`config.mk`:
```
export PLATFORM = sky130hd
export DESIGN_NAME = serial_subtractor
export DESIGN_NICKNAME = d
export VERILOG_FILES = /design/src/rtl/serial_subtractor.sv
export SDC_FILE = /design/constraint.sdc
export NUM_CORES = 1
export LEC_CHECK = 0
export CAP_MARGIN = 5
export CORE_MARGIN = 5
export CORE_UTILIZATION = 50
export CTS_BUF_LIST = sky130_fd_sc_hd__clkbuf_2
export DETAILED_ROUTE_END_ITERATION = 12
export PLACE_DENSITY = 0.87
export REMOVE_ABC_BUFFERS = 1
export SLEW_MARGIN = 10
export SYNTH_ARGS = -nofsm -noshare
export SYNTH_HDL_FRONTEND = slang
export SYNTH_SLANG_ARGS = --single-unit
export TNS_END_PERCENT = 10
```
`constraint.sdc`:
```
create_clock -name clk -period 1.5 [get_ports clk]
set_input_delay 0.15 -clock clk [delete_from_list [all_inputs] [get_ports clk]]
set_output_delay 0.15 -clock clk [all_outputs]
set_load 0.005 [all_outputs]
```
`src/rtl/serial_subtractor.sv`:
```
// Bit-serial ripple-borrow subtractor: Diff = X - Y - Bin, one bit per cycle, LSB first.
// Optional signed-overflow output Ovf is enabled by defining SERIAL_SUBTRACTOR_OVF_EN.
module serial_subtractor #(
  parameter int WIDTH = 8
) (
  input  logic             clk,
  input  logic             rst,
  input  logic             Start,
  input  logic [WIDTH-1:0] X,
  input  logic [WIDTH-1:0] Y,
  input  logic             Bin,
  output logic             Busy,
  output logic             Done,
  output logic [WIDTH-1:0] Diff,
  output logic             Bout,
`ifdef SERIAL_SUBTRACTOR_OVF_EN
  output logic             Ovf,
`endif
  output logic             Zero
);

  localparam int CW = (WIDTH > 1) ? $clog2(WIDTH) : 1;
  localparam logic [CW-1:0] CNT_LAST = CW'(WIDTH - 1);
  localparam logic [CW-1:0] CNT_ONE  = CW'(1'b1);

  typedef enum logic [1:0] {
    IDLE = 2'd0,
    RUN  = 2'd1,
    DONE = 2'd2
  } state_t;

  // Full-subtractor cell: difference bit and borrow-out.
  function automatic logic diff_bit(input logic a, input logic b, input logic c);
    return a ^ b ^ c;
  endfunction

  function automatic logic borrow_bit(input logic a, input logic b, input logic c);
    return (~a & b) | (~a & c) | (b & c);
  endfunction

  state_t           state_r, state_next_s;
  logic [WIDTH-1:0] sh_x_r, sh_x_next_s;
  logic [WIDTH-1:0] sh_y_r, sh_y_next_s;
  logic [WIDTH-1:0] sh_d_r, sh_d_next_s;
  logic             borrow_r, borrow_next_s;
  logic [CW-1:0]    cnt_r, cnt_next_s;
  logic             load_result_s;
  logic             d_s;
  logic             borrow_upd_s;
  logic             busy_r, done_r, bout_r, zero_r;
  logic [WIDTH-1:0] diff_r;
`ifdef SERIAL_SUBTRACTOR_OVF_EN
  logic             xs_r, ys_r, ovf_r;
`endif

  // Next-state and datapath decode for the three-state sequencer.
  always_comb begin
    state_next_s  = state_r;
    sh_x_next_s   = sh_x_r;
    sh_y_next_s   = sh_y_r;
    sh_d_next_s   = sh_d_r;
    borrow_next_s = borrow_r;
    cnt_next_s    = cnt_r;
    load_result_s = 1'b0;
    d_s           = diff_bit(sh_x_r[0], sh_y_r[0], borrow_r);
    borrow_upd_s  = borrow_bit(sh_x_r[0], sh_y_r[0], borrow_r);
    case (state_r)
      IDLE: begin
        if (Start) begin
          sh_x_next_s   = X;
          sh_y_next_s   = Y;
          borrow_next_s = Bin;
          cnt_next_s    = '0;
          state_next_s  = RUN;
        end else begin
          state_next_s  = IDLE;
        end
      end
      RUN: begin
        sh_x_next_s   = {1'b0, sh_x_r[WIDTH-1:1]};
        sh_y_next_s   = {1'b0, sh_y_r[WIDTH-1:1]};
        sh_d_next_s   = {d_s, sh_d_r[WIDTH-1:1]};
        borrow_next_s = borrow_upd_s;
        cnt_next_s    = cnt_r + CNT_ONE;
        if (cnt_r == CNT_LAST) begin
          state_next_s  = DONE;
          load_result_s = 1'b1;
        end else begin
          state_next_s  = RUN;
        end
      end
      DONE: begin
        state_next_s = IDLE;
      end
      default: begin
        state_next_s = IDLE;
      end
    endcase
  end

  // Sequencer state, shift registers, counter and registered handshake flags.
  always_ff @(posedge clk) begin
    if (rst) begin
      state_r  <= IDLE;
      sh_x_r   <= '0;
      sh_y_r   <= '0;
      sh_d_r   <= '0;
      borrow_r <= 1'b0;
      cnt_r    <= '0;
      busy_r   <= 1'b0;
      done_r   <= 1'b0;
    end else begin
      state_r  <= state_next_s;
      sh_x_r   <= sh_x_next_s;
      sh_y_r   <= sh_y_next_s;
      sh_d_r   <= sh_d_next_s;
      borrow_r <= borrow_next_s;
      cnt_r    <= cnt_next_s;
      busy_r   <= (state_next_s != IDLE);
      done_r   <= (state_next_s == DONE);
    end
  end

  // Result registers only move on the last RUN edge, so they hold across IDLE and the next RUN.
  always_ff @(posedge clk) begin
    if (rst) begin
      diff_r <= '0;
      bout_r <= 1'b0;
      zero_r <= 1'b1;
    end else if (load_result_s) begin
      diff_r <= sh_d_next_s;
      bout_r <= borrow_next_s;
      zero_r <= ~|sh_d_next_s;
    end else begin
      diff_r <= diff_r;
      bout_r <= bout_r;
      zero_r <= zero_r;
    end
  end

`ifdef SERIAL_SUBTRACTOR_OVF_EN
  // Operand sign bits are kept aside because the shifters lose them during RUN.
  always_ff @(posedge clk) begin
    if (rst) begin
      xs_r  <= 1'b0;
      ys_r  <= 1'b0;
      ovf_r <= 1'b0;
    end else if ((state_r == IDLE) && Start) begin
      xs_r  <= X[WIDTH-1];
      ys_r  <= Y[WIDTH-1];
      ovf_r <= ovf_r;
    end else if (load_result_s) begin
      xs_r  <= xs_r;
      ys_r  <= ys_r;
      ovf_r <= (xs_r != ys_r) & (sh_d_next_s[WIDTH-1] != xs_r);
    end else begin
      xs_r  <= xs_r;
      ys_r  <= ys_r;
      ovf_r <= ovf_r;
    end
  end

  assign Ovf = ovf_r;
`endif

  assign Busy = busy_r;
  assign Done = done_r;
  assign Diff = diff_r;
  assign Bout = bout_r;
  assign Zero = zero_r;

endmodule

```
# Word level (Yosys, flattened, before mapping)
# Index checks and enable logic that the tools add are counted.
classes:
  add_sub_neg: 1
  eq_ne: 4
  n_mux: 14
  bitwise: 8
  n_reduce_logical: 6
op_table:
  columns: ["op", "count"]
  rows:
  - ["$pmux W8 S2", 2]
  - ["$mux W8", 3]
  - ["$reduce_or A8 Y1", 1]
  - ["$pmux W3 S2", 1]
  - ["$mux W1", 4]
  - ["$pmux W2 S2", 1]
  - ["$reduce_bool A2 Y1", 2]
  - ["$add A3 B1 Y3 const B", 1]
  - ["$and A1 B1 Y1", 3]
  - ["$eq A3 B3 Y1 const B", 1]
  - ["$mux W3", 1]
  - ["$eq A2 B1 Y1 const B", 1]
  - ["$eq A2 B2 Y1 const B", 1]
  - ["$logic_not A2 Y1", 1]
  - ["$mux W2", 1]
  - ["$ne A2 B2 Y1 const B", 1]
  - ["$or A1 B1 Y1", 2]
  - ["$pmux W1 S2", 1]
  - ["$reduce_and A2 Y1", 1]
  - ["$xor A1 B1 Y1", 2]
  - ["$logic_not A1 Y1", 1]
  - ["$not A1 Y1", 1]
totals:
  ff_bits: 42
  in_bits: 20
  output_inout_bits: 12
  wordCells: 44

# Depth between registers and ports, before layout
logic_depth:
  ltp_word: 5
  depth_mapped: 6
  mapped_depth_nobuf: 5

# Least setup slack after synthesis
# No wires, ideal clock.
synth_path:
  path_type: "register -> register"
  startpoint: "register cnt_r[0]"
  endpoint: "register bout_r, in the netlist Bout"
  setup_time_ns: 0.086
  arrival_ns: 1.208
  required_time_ns: 1.414
  setup_slack_ns: 0.207
  path_stages_with_launch: 6
  n_path_buf: 1
  synth_period_minus_slack_ns: 1.293
  path_cell_list: "dfxtp_1 -> ha_1 -> ha_1 -> and3b_1 -> buf_4 -> a211oi_1"
synth_between:
  elab_chain_cells: 3
synth_rtl:
  columns: ["element", "line_no", "rtl"]
  rows:
  - ["start, declared", "46", "logic [CW-1:0] cnt_r, cnt_next_s;"]
  - ["start signal, assigned", "118", "cnt_r <= cnt_next_s;"]
  - ["$eq A3 B3 Y1", "85", "if (cnt_r == CNT_LAST) begin"]
  - ["$mux W1", "85", null]
  - ["$mux W1", "67", "case (state_r)"]
  - ["end signal, assigned", "132", "bout_r <= borrow_next_s;"]
  - ["end signal, assigned", "136", "bout_r <= bout_r;"]
  - ["end, declared", "50", "logic busy_r, done_r, bout_r, zero_r;"]
# No other way between the ends.
# A chain may end at the register's enable or synchronous reset.

# Worst setup path after layout
layout_path:
  startpoint: "register diff_r[7], in the netlist Diff[7]"
  endpoint: "output port Diff[7]"
layout_lines:
  columns: ["element", "line_no", "rtl"]
  rows:
  - ["start, declared", "51", "logic [WIDTH-1:0] diff_r;"]
  - ["start signal, assigned", "131", "diff_r <= sh_d_next_s;"]
  - ["start signal, assigned", "135", "diff_r <= diff_r;"]
  - ["end, declared", "14", "output logic [WIDTH-1:0] Diff,"]
# No word-level cell between the ends.

==> summary.txt <==
Int Pwr -> 1.39 mW
Setup TNS -> 0 ns
Max Fanout on Critical Path -> 2
Total global routing overflow -> 0
WP data arrival -> 1.25 ns
Comb pwr share -> 0.152
CTS max path bufs -> 2
Antenna Violating Nets Remaining -> 0
Final hold vios -> 0
Setup Viol. Count Final -> 0
IO Pins -> 32
Syn Inst Count -> 183
Post-layout min period -> 1.40 ns
Post-synth EDFFs -> 0
Post-synth top area share -> 0.491
Total power -> 1.92 mW
Root buf cell -> clkbuf_2
Gpl congestion -> 0.765
Clock transition at the registers of the reported paths -> 0.20 ns
Async SR Flop Fraction -> 0
Cell Area, Placed -> 2030 sq um
Num Clock Sinks -> 41
DR vias -> 1390
Final Net Count -> 240
Share of cells above drive strength 1 -> 0.147
Worst relative slew slack -> 0.709
Most common cell in the netlist -> dfxtp_1
Period utilisation layout -> 0.936
DRT Wirelength -> 3.41 mm
Die Y -> 67.8 um
Pre-antenna DRT Iters -> 4
Hold Crit Class -> primary input to register
Post-layout util -> 0.632
Design Area, Final -> 2080 sq um
Largest net degree at the start of global routing -> 20
Flop2flop setup slack -> 0.12 ns
CP delay by family, top -> buffers and inverters
Setup crit end kind -> output port
CTS HTree Levels -> 2
Skew final -> 0.0143 ns
Worst R2R Start -> cnt_r[0]
Cell accounting for the most synthesized area -> dfxtp_1
Antenna Cells -> 0
Synth unique cells -> 31
Critical path startpoint category -> register
Hold buffers post-CTS -> 0
Area Overhead vs Synth -> 24.1%
Clk_lat worst skew -> 0.39 ns
Fill count -> 287
VDD IR max -> 0.381 mV
Synthesized area -> 1670 sq um
R2R Path End -> Bout
Clock share of power -> 0.231
Post-synthesis sequential area ratio -> 0.491
Hold_ws -> 0.359 ns
Actual slew at the worst max-slew pin -> 0.436 ns
Worst hold stages -> 3
GRT Overall Usage -> 0.166
Cells on worst reg2reg path -> 5
Core area -> 3280 sq um
Cell Chain, Critical Path -> clkdlybuf4s50_1
Row count -> 21
Hpwl dp -> 2.53 mm
Status -> complete, no violations
Leakage -> 0.746 nW
CTS Buf Count -> 5
Via density -> 5.27
First-pass GRT wire length -> 5.71 mm
RSZ-0062 raised after global routing -> false
Port buffer count -> 31
Vias in the first global route -> 1270
Post-CTS Setup Repair Bufs -> 0
Per-cell routed wire length -> 12.9 um
Critical path type -> register to output port
Yosys reg bits -> 41
Flop pwr share -> 0.617
Net switching power figure -> 0.523 mW
Syn avg cell area -> 9.14 sq um
Hold Startpoint -> X[7]
Number of remaining DRC errors -> 0
Fmax -> 0.713 GHz
Warnings, synthesis -> 0
Main synth FF type -> dfxtp_1
Total die area -> 4600 sq um
Power Dens Cells -> 923 nW/um^2
Slowest cell on crit path -> clkdlybuf4s50_1
Starting density of the core -> 0.509
Endpoint, Worst Hold -> sh_x_r[7]
CTS tree -> yes
CP bufs+invs -> 1
Switching part of the total power -> 0.273
Post-synth top cells -> 41 x dfxtp_1, 31 x nand2_1, 25 x nor2_1
Antenna violations before repair -> 0
Max Cap Viol -> 0
Final Max Tran Viols -> 0
Crit-path max cell delay -> 0.50 ns
DRT iter0 DRCs -> 85
Synth top area cells -> dfxtp_1 49%, a211oi_2 7.5%, nand2_1 7.0%, nor2_1 5.6%, a21oi_1 4.8%
Die Span X -> 67.8 um
Worst Path Required -> 1.35 ns
-- per-stage QoR --
stage	cells	setup slack [ns]
finish	264	0.0966
global placement	256	0.0313
global route	264	0.000268
CTS	264	0.0155
floorplan	170	0.181
detailed placement	256	-0.0535
-- sequential cells by signal (all words and copies together), names as in the netlist --
| signal | cells |
|---|---|
| state_r | 2 |
| cnt_r | 3 |
| Done | 1 |
| sh_d_r | 7 |
| sh_x_r | 8 |
| sh_y_r | 8 |
| borrow_r | 1 |
| Diff | 8 |
| Bout | 1 |
| Zero | 1 |
| Busy | 1 |
-- cells by family (layout without fill, tap and decap cells) --
family                     count (synthesis)  count (layout)  share of synthesized area
muxes                                      1               1                    0.00598
AOI/OAI and AO/OA                         54              54                      0.252
buffers and inverters                     17              52                     0.0546
adders and majority gates                  3               3                     0.0269
and+or+nand+nor                           67              67                      0.170
DFF                                       41              41                      0.491
-- placed cells by master, fill, tap and decap left out, types with 2 or more instances in the layout --
master,count
a211oi_1,5
a211oi_2,10
a21oi_1,16
a22oi_1,4
buf_4,9
clkbuf_2,5
clkdlybuf4s50_1,31
clkinv_1,2
dfxtp_1,39
dfxtp_2,2
ha_1,2
inv_1,4
nand2_1,31
nand2b_1,2
nor2_1,25
nor4_1,2
o22ai_1,11
o2bb2ai_1,3
-- power by group through the flow --
stage,combinational [mW],sequential (mW),clock (mW)
global route,0.321,1.19,0.512
CTS,0.293,1.18,0.448
floorplan,0.166,1.20,0
detailed placement,0.291,1.20,0
global placement,0.282,1.20,0
finish,0.292,1.18,0.443
-- how the worst max path moves through the flow --
stage / from / cells after the start / endpoint
2_1_floorplan: state_r[0] / 3 / Busy
3_3_place_gp: Start / 4 / Busy
3_5_place_dp: Start / 4 / Busy
4_1_cts: cnt_r[0] / 5 / Bout
5_1_grt: Diff[1] / 1 / Diff[1]
6_report: Diff[7] / 1 / Diff[7]
-- final cells by class --
cell class	instances	area (sq um)	area share
Clock buffer	5	25.0	0.0121
Clock inverter	3	12.5	0.00603
Inverter	4	15.0	0.00723
Multi-Input combinational cell	125	764	0.368
Sequential cell	41	823	0.397
Tap cell	46	57.6	0.0277
Timing Repair Buffer	40	378	0.182
-- metal layers --
metal	routed length, um	track usage
met1	1510	0.212
met2	1670	0.267
met3	178	0.0443
met4	55	0.0596
met5	0	0
-- repair_timing --
action / in CTS / in global routing
cloned: 0 / 0
endpoints found under the setup margin: 1 / 8
resized for setup: 1 / 3
endpoints found under the hold margin: 0 / 0
Note: power is estimated with default switching activity, not from simulation.
